**config.mk**
```make
export PLATFORM = sky130hd
export DESIGN_NAME = apb_m_if
export DESIGN_NICKNAME = d
export VERILOG_FILES = /design/src/rtl/apb_m_if.sv
export SDC_FILE = /design/constraint.sdc
export NUM_CORES = 1
export LEC_CHECK = 0
export ABC_CLOCK_PERIOD_IN_PS = 2700
export CAP_MARGIN = 20
export CORE_ASPECT_RATIO = 0.9
export CORE_MARGIN = 2
export CORE_UTILIZATION = 44
export CTS_CLUSTER_DIAMETER = 40
export DETAILED_ROUTE_END_ITERATION = 10
export GPL_TIMING_DRIVEN = 0
export PLACE_DENSITY = 0.95
export SLEW_MARGIN = 40
export SYNTH_ARGS = -nofsm -noshare
export SYNTH_HDL_FRONTEND = slang
export SYNTH_SLANG_ARGS = --single-unit
```
**constraint.sdc**
```tcl
create_clock -name pclk -period 2.7 [get_ports pclk]
set_clock_uncertainty 0.05 [all_clocks]
set_input_delay 0.54 -clock pclk [delete_from_list [all_inputs] [get_ports pclk]]
set_output_delay 0.54 -clock pclk [all_outputs]
set_load 0.05 [all_outputs]
```
**src/rtl/apb_m_if.sv**
```systemverilog
// apb_m_if: APB requester turning a valid/ready command into one APB transfer,
// with a one-cycle response pulse and an optional ACCESS wait-state timeout.
module apb_m_if #(
  parameter int ADDR_W  = 32,
  parameter int DATA_W  = 32,
  parameter int TIMEOUT = 16
) (
  input  logic              pclk,
  input  logic              presetn,
  input  logic              cmd_valid,
  output logic              cmd_ready,
  input  logic              cmd_write,
  input  logic [ADDR_W-1:0] cmd_addr,
  input  logic [DATA_W-1:0] cmd_wdata,
  output logic              rsp_valid,
  output logic [DATA_W-1:0] rsp_rdata,
  output logic              rsp_timeout,
  output logic [ADDR_W-1:0] paddr,
  output logic              pwrite,
  output logic              psel,
  output logic              penable,
  output logic [DATA_W-1:0] pwdata,
  input  logic [DATA_W-1:0] prdata,
  input  logic              pready
);
  localparam int CW = TIMEOUT > 0 ? $clog2(TIMEOUT + 1) : 1;
  typedef enum logic [1:0] {IDLE, SETUP, ACCESS} state_e;
  state_e            state_q;
  logic [CW-1:0]     wcnt_q;
  logic [ADDR_W-1:0] paddr_q;
  logic [DATA_W-1:0] pwdata_q;
  logic [DATA_W-1:0] rsp_rdata_q;
  logic              pwrite_q;
  logic              psel_q;
  logic              penable_q;
  logic              rsp_valid_q;
  logic              rsp_timeout_q;
  logic              timeout_hit;
  assign timeout_hit = (TIMEOUT > 0) && (wcnt_q == CW'(TIMEOUT));
  // gated by presetn so the block refuses commands while held in reset
  assign cmd_ready   = presetn && (state_q == IDLE);
  assign paddr       = paddr_q;
  assign pwrite      = pwrite_q;
  assign pwdata      = pwdata_q;
  assign psel        = psel_q;
  assign penable     = penable_q;
  assign rsp_valid   = rsp_valid_q;
  assign rsp_rdata   = rsp_rdata_q;
  assign rsp_timeout = rsp_timeout_q;
  always_ff @(posedge pclk or negedge presetn) begin
    if (!presetn) begin
      state_q       <= IDLE;
      wcnt_q        <= '0;
      paddr_q       <= '0;
      pwdata_q      <= '0;
      pwrite_q      <= 1'b0;
      psel_q        <= 1'b0;
      penable_q     <= 1'b0;
      rsp_valid_q   <= 1'b0;
      rsp_timeout_q <= 1'b0;
      rsp_rdata_q   <= '0;
    end else begin
      rsp_valid_q   <= 1'b0;
      rsp_timeout_q <= 1'b0;
      case (state_q)
        IDLE: if (cmd_valid) begin
          paddr_q  <= cmd_addr;
          pwrite_q <= cmd_write;
          pwdata_q <= cmd_wdata;
          psel_q   <= 1'b1;
          wcnt_q   <= '0;
          state_q  <= SETUP;
        end
        SETUP: begin
          penable_q <= 1'b1;
          state_q   <= ACCESS;
        end
        ACCESS: if (pready || timeout_hit) begin
          psel_q        <= 1'b0;
          penable_q     <= 1'b0;
          rsp_valid_q   <= 1'b1;
          rsp_timeout_q <= !pready;
          rsp_rdata_q   <= (pready && !pwrite_q) ? prdata : '0;
          state_q       <= IDLE;
        end else begin
          // saturate so TIMEOUT=0 (no timeout) can never wrap the counter
          wcnt_q <= wcnt_q + CW'(wcnt_q != '1);
        end
        default: state_q <= IDLE;
      endcase
    end
  end
endmodule

```
==> key figures, run 1 <==
Timing
  • RSZ-0062 raised after global routing: false
  • Final min period: 2.292 ns
  • Worst Tran Pin Value: 0.6223 ns
  • Achievable clock frequency: 0.4363 GHz
  • Hold WS: 0.06956 ns
  • Final TNS setup: 0 ns
  • Final hold vios: 0
  • Max-slew violation count: 0
  • Setup-failing EPs final: 0
  • Crit share post-route: 84.90%
  • Slew HR: 58.33%

Logic synthesis
  • Syn avg cell area: 13.25 sq um
  • Number of synthesized flops with an enable pin: 0
  • Synth area leaders: dfrtp_1, mux2_2, a22oi_1
  • Mapped Cells: 327
  • Seq/Total Area, Yosys: 62.39%
  • Count leader, synth: dfrtp_1
  • Post-synth top flop: dfrtp_1
  • Yosys Warn Count: 0
  • Post-Syn Area: 4332 sq um
  • Post-synthesis net count: 430
  • Seq cells post-synth: 108
  • Yosys cell types: 32
  • Commonest cells in the netlist: dfrtp_1, mux2_2, inv_1
  • Ys async rst share: 100.0%
  • Top-area cell type share of the netlist area: 62.39%
  • Cell taking the most area after synthesis: dfrtp_1

Power and ir drop
  • Cell Pwr Density: 1450 nW/um^2
  • VDD IR-drop max: 886.9 uV
  • Gate power share: 61.5%
  • Leakage: 2.947 nW
  • Internal: 4.958 mW
  • Total power: 9.758 mW
  • Clock network power share: 8.8%
  • Seq pwr share: 29.7%
  • Switching Share: 49.19%
  • Switch Pwr: 4.800 mW

Global routing
  • Initial antenna violation count: 0
  • First-pass GRT wire length: 17160 um
  • Total track usage: 20.50%
  • Largest net degree at the start of global routing: 77
  • Vias in the first global route: 3534
  • Global route overflow: 0

Place
  • Cells after DPL: 656
  • Routability cong.: 0.8121
  • Dpl hpwl: 8362 um
  • Number of port buffers: 202

Layout
  • Syn-to-layout area delta: 55.40%
  • Fin util: 70.02%
  • Final #Nets: 645
  • Layout cell share with drive strength beyond 1: 19.01%
  • Non-Filler Instances: 673
  • Ant diodes: 0
  • Filler instances: 700

Routing
  • Drt first pass iters: 4
  • Vias per cell: 5.022
  • Detail Route Antenna Nets: 0
  • Drt first-iter violations: 153
  • Routed WL: 11000 um
  • Via count: 3380
  • Residual DRC: 0
  • Routed WL per cell: 16.35 um

Critical path
  • CP Launch Type: input pin
  • Setup CP Type: in -> out
  • Worst path arrival time: 1.70 ns
  • CP Data Required Time: 2.11 ns
  • Worst setup EP type: output port
  • Crit path max fanout: 76

Clock tree
  • Num CTS Buffers: 9
  • CTS root buf: clkbuf_8
  • CTS H-tree lvls: 3
  • Worst-path clk slew: 0.10 ns
  • Max Root-Sink Buffers: 2
  • Clk_lat worst skew: 0.35 ns
  • CTS sink count: 108
  • CTS tree: yes

Floorplan
  • Number of I/O pins: 203
  • Starting Density: 45.05%
  • Site row count: 34
  • Chip Height: 98.13 um
  • Die ar.: 10660 sq um
  • Die X-Extent: 108.6 um
  • Core area: 9614 sq um

Status
  • Status: finished clean

Job
  • Max Cap Viol: 0

Hold path
  • Min-Delay Path Class: in -> async
layout by cell type, fill, tap and decap left out, types with 3 or more instances in the layout:
master           netlist  routed
buf_2                 12      12
o21ai_0               32      32
dfrtp_1              108     108
inv_1                 36      36
clkdlybuf4s50_1        0     200
clkbuf_1               4       6
nor2_1                 4       4
o21ai_1                4       4
a21oi_1                3       3
clkbuf_8               0       9
a22oi_1               32      32
mux2_2                65      65
power groups by stage:
| stage | Sequential, mW | Combinational [mW] | Clock, mW |
|---|---|---|---|
| floorplan | 5.52 | 1.30 | 0 |
| global placement | 2.86 | 5.91 | 0 |
| detailed placement | 2.94 | 6.02 | 0 |
| CTS | 2.90 | 6.04 | 0.899 |
| global route | 2.99 | 6.28 | 0.964 |
| finish | 2.90 | 6.00 | 0.860 |
timing repair:
action	in CTS	in global routing
endpoints found under the hold margin	33	0
hold buffers	1	0
setup buffers	0	0
resized for setup	1	0
endpoints found under the setup margin	1	0
layout make-up:
class                      instances  area (sq um)  area share, %
inverter                          36         135.1          2.007
tap                              126         157.7          2.342
sequential                       108          2703          40.15
multi-input combinational        164          1393          20.69
clock buffer                      11         131.4          1.952
buffer                            19         101.3          1.506
timing repair buffer             204          2073          30.80
clock inverter                     5         37.54         0.5576
worst paths after layout:
kind | startpoint | endpoint | slack (ns) | cells after the start
max in group asynchronous | presetn | paddr[26]$_DFFE_PN0P_ | 2.17 | 2
min | presetn | paddr[29]$_DFFE_PN0P_ | 0.07 | 2
min reg2reg | wcnt_q[4]$_DFFE_PN0P_ | wcnt_q[4]$_DFFE_PN0P_ | 0.46 | 1
min in group pclk | wcnt_q[4]$_DFFE_PN0P_ | wcnt_q[4]$_DFFE_PN0P_ | 0.46 | 1
max | presetn | cmd_ready | 0.41 | 4
max reg2reg | state_q[1]$_DFFE_PN0P_ | pwdata[18]$_DFFE_PN0P_ | 0.77 | 3
stage by stage:
stage	instance area [sq um]	worst slack, ns
3_5_place_dp	6544	-0.1036
3_3_place_gp	6511	-3.646
5_1_grt	6731	0.3224
6_report	6731	0.4078
4_1_cts	6731	0.3860
2_1_floorplan	4332	1.118
logic make-up (layout without fill, tap and decap cells):
group	after synthesis	in the layout	synth area share [%]
buf+inv	55	275	5.459
compound gates	75	75	11.03
xor+xnor	1	1	0.2022
flops	108	108	62.39
mux	66	66	17.13
fa+ha+maj	2	2	0.5776
simple gates	20	20	3.207
worst max-delay path, cell delays in order:
cell and delay (ns):
buf_8 0.09, buf_16 0.30, and3_1 0.20, dlygate4sd2_1 0.54
state kept, by name, summed over array words and instances (netlist names):
| name | flops |
|---|---|
| psel | 1 |
| rsp_timeout | 1 |
| paddr | 32 |
| pwdata | 32 |
| penable | 1 |
| rsp_rdata | 32 |
| pwrite | 1 |
| state_q | 2 |
| rsp_valid | 1 |
| wcnt_q | 5 |
routing by layer:
layer | vias up | share of wire (%) | track usage (%)
met1 | 1660 | 39 | 24.25
met2 | 139 | 52 | 36.59
met3 | 15 | 7.6 | 5.941
met4 | 0 | 1.4 | 4.931
li1 | 1566 | - | -
met5 | - | 0 | 0
(Power assumes the default switching activity.)
==> inputs of run 2 (changes only) <==
--- a/config.mk
+++ b/config.mk
@@ -5,15 +5,15 @@
 export SDC_FILE = /design/constraint.sdc
 export NUM_CORES = 1
 export LEC_CHECK = 0
-export ABC_CLOCK_PERIOD_IN_PS = 2700
+export ABC_CLOCK_PERIOD_IN_PS = 1800
 export CAP_MARGIN = 20
 export CORE_ASPECT_RATIO = 0.9
 export CORE_MARGIN = 2
-export CORE_UTILIZATION = 44
+export CORE_UTILIZATION = 37
 export CTS_CLUSTER_DIAMETER = 40
 export DETAILED_ROUTE_END_ITERATION = 10
 export GPL_TIMING_DRIVEN = 0
-export PLACE_DENSITY = 0.95
+export PLACE_DENSITY = 0.87
 export SLEW_MARGIN = 40
 export SYNTH_ARGS = -nofsm -noshare
 export SYNTH_HDL_FRONTEND = slang
==> constraint.sdc (replaced) <==
create_clock -name pclk -period 1.8 [get_ports pclk]
set_clock_uncertainty 0.05 [all_clocks]
set_input_delay 0.36 -clock pclk [delete_from_list [all_inputs] [get_ports pclk]]
set_output_delay 0.36 -clock pclk [all_outputs]
set_load 0.05 [all_outputs]
==> key figures, run 2 (same netlist as run 1, synthesis figures left out) <==
Status
  • Status: finished clean

Power and ir drop
  • Switch Pwr: 7.314 mW
  • Internal: 7.287 mW
  • Gate power share: 56.8%
  • Clock network power share: 13.7%
  • VDD IR-drop max: 1462 uV
  • Leakage: 3.169 nW
  • Seq pwr share: 29.5%
  • Cell Pwr Density: 2110 nW/um^2
  • Switching Share: 50.09%
  • Total power: 14.60 mW

Job
  • Max Cap Viol: 0

Critical path
  • CP Data Required Time: 1.39 ns
  • Worst path arrival time: 1.32 ns
  • Setup CP Type: reg -> out
  • CP Launch Type: flop
  • Crit path max fanout: 3
  • Critical Path, Cell by Cell: dlygate4sd2_1
  • Buf/Inv on CP: 1
  • Worst setup EP type: output port
  • CP max stage cell: dlygate4sd2_1
  • Delay-heaviest family, CP: buffers and inverters
  • Slowest Stage Delay on Critical Path: 0.58 ns

Global routing
  • Vias in the first global route: 3571
  • Total track usage: 19.02%
  • First-pass GRT wire length: 18910 um
  • Global route overflow: 0
  • Initial antenna violation count: 0
  • Largest net degree at the start of global routing: 39

Floorplan
  • Site row count: 37
  • Number of I/O pins: 203
  • Starting Density: 37.88%
  • Core area: 11430 sq um
  • Die X-Extent: 118.1 um
  • Die ar.: 12590 sq um
  • Chip Height: 106.6 um

Clock tree
  • CTS root buf: clkbuf_16
  • CTS tree: yes
  • Max Root-Sink Buffers: 2
  • Num CTS Buffers: 9
  • CTS H-tree lvls: 3
  • Clk_lat worst skew: 0.34 ns
  • CTS sink count: 108
  • Worst-path clk slew: 0.07 ns

Place
  • Cells after DPL: 686
  • Placed cell area: 6581 sq um
  • Routability cong.: 0.7636
  • Dpl hpwl: 8452 um
  • Setup WS pre-CTS: -0.6855 ns
  • Number of port buffers: 202

Routing
  • Via count: 3408
  • Drt first pass iters: 5
  • Drt first-iter violations: 176
  • Detail Route Antenna Nets: 0
  • Routed WL: 11560 um
  • Vias per cell: 4.800
  • Residual DRC: 0
  • Routed WL per cell: 16.28 um

Layout
  • Commonest cells after routing, fill and taps aside: dfrtp_1, dlygate4sd2_1, clkdlybuf4s50_1
  • Fin util: 60.53%
  • Design Area, Final: 6922 sq um
  • Commonest non-fill, non-tap cell in the layout: dfrtp_1
  • Non-Filler Instances: 710
  • Syn-to-layout area delta: 59.79%
  • Ant diodes: 0
  • Final #Nets: 652
  • Layout cell share with drive strength beyond 1: 21.12%

Timing
  • Slack of the critical path: 0.07048 ns
  • Hold WS: 0.03371 ns
  • Slew HR: 63.81%
  • Final TNS setup: 0 ns
  • Crit share post-route: 96.08%
  • Final hold vios: 0
  • Setup-failing EPs final: 0
  • Max-slew violation count: 0
  • Achievable clock frequency: 0.5782 GHz
  • Final min period: 1.730 ns
  • RSZ-0062 raised after global routing: false
  • Worst Tran Pin Value: 0.5450 ns

Hold path
  • Min-Delay Path Class: in -> async
==> run 2: changes by cell type in the layout (fill, tap and decap cells not counted), sizes merged <==
| cell | previous run | this run |
|---|---|---|
| dlygate4sd3 | 0 | 1 |
| bufbuf | 0 | 1 |
| buf | 18 | 22 |
| clkinv | 2 | 5 |
| bufinv | 0 | 1 |
| clkinvlp | 2 | 0 |
| clkdlybuf4s50 | 200 | 99 |
| dlygate4sd2 | 1 | 101 |
==> run 2: power by group through the flow <==
stage | clock [mW] | combinational [mW] | sequential [mW]
2_1_floorplan | 0 | 1.95 | 8.28
3_3_place_gp | 0 | 8.89 | 4.29
3_5_place_dp | 0 | 9.05 | 4.40
4_1_cts | 2.05 | 8.31 | 4.32
5_1_grt | 2.16 | 8.72 | 4.50
6_report | 1.99 | 8.29 | 4.31
==> run 2: final cells by class <==
| cell class | instances | area (sq um) |
|---|---|---|
| repair buffers | 211 | 2073 |
| multi-input cells | 164 | 1404 |
| clock inverters | 7 | 75.07 |
| clock buffers | 9 | 225.2 |
| well taps | 156 | 195.2 |
| fillers | 974 | 4513 |
| inverters | 36 | 135.1 |
| flip-flops and latches | 108 | 2704 |
| plain buffers | 19 | 110.1 |
==> run 2: worst paths after layout <==
path | start | endpoint | slack, ns | depth (start not counted)
worst max-delay path | rsp_rdata[25]$_DFFE_PN0P_ | rsp_rdata[25] | 0.07 | 1
worst min-delay path | presetn | rsp_valid$_DFF_PN0_ | 0.03 | 3
worst max register to register | wcnt_q[1]$_DFFE_PN0P_ | rsp_rdata[3]$_DFFE_PN0P_ | 0.08 | 5
worst min register to register | wcnt_q[4]$_DFFE_PN0P_ | wcnt_q[4]$_DFFE_PN0P_ | 0.44 | 1
max in group asynchronous | presetn | rsp_rdata[1]$_DFFE_PN0P_ | 0.92 | 4
min in group pclk | wcnt_q[4]$_DFFE_PN0P_ | wcnt_q[4]$_DFFE_PN0P_ | 0.44 | 1
==> run 2: worst reg2reg max path, cell delays in order, from the launching register on <==
cell	delay (ns)
dfrtp_1	0.42
or4b_4	0.59
o21bai_4	0.18
buf_12	0.14
buf_6	0.10
o21ai_0	0.10
==> run 2: metal layers <==
layer | vias up | GRT usage [%] | routed length, um
li1 | 1590 | - | -
met5 | - | 0 | 0
met1 | 1652 | 23.22 | 4783
met3 | 17 | 7.021 | 863
met4 | 0 | 4.131 | 192
met2 | 149 | 32.48 | 5721
==> run 2: repair_timing <==
action,in CTS,in global routing
endpoints found under the hold margin,32,0
setup endpoints to repair,168,94
pin swaps,0,1
gates cloned,1,1
resized for setup,107,9
hold buffers,4,0
buffers inserted,0,2
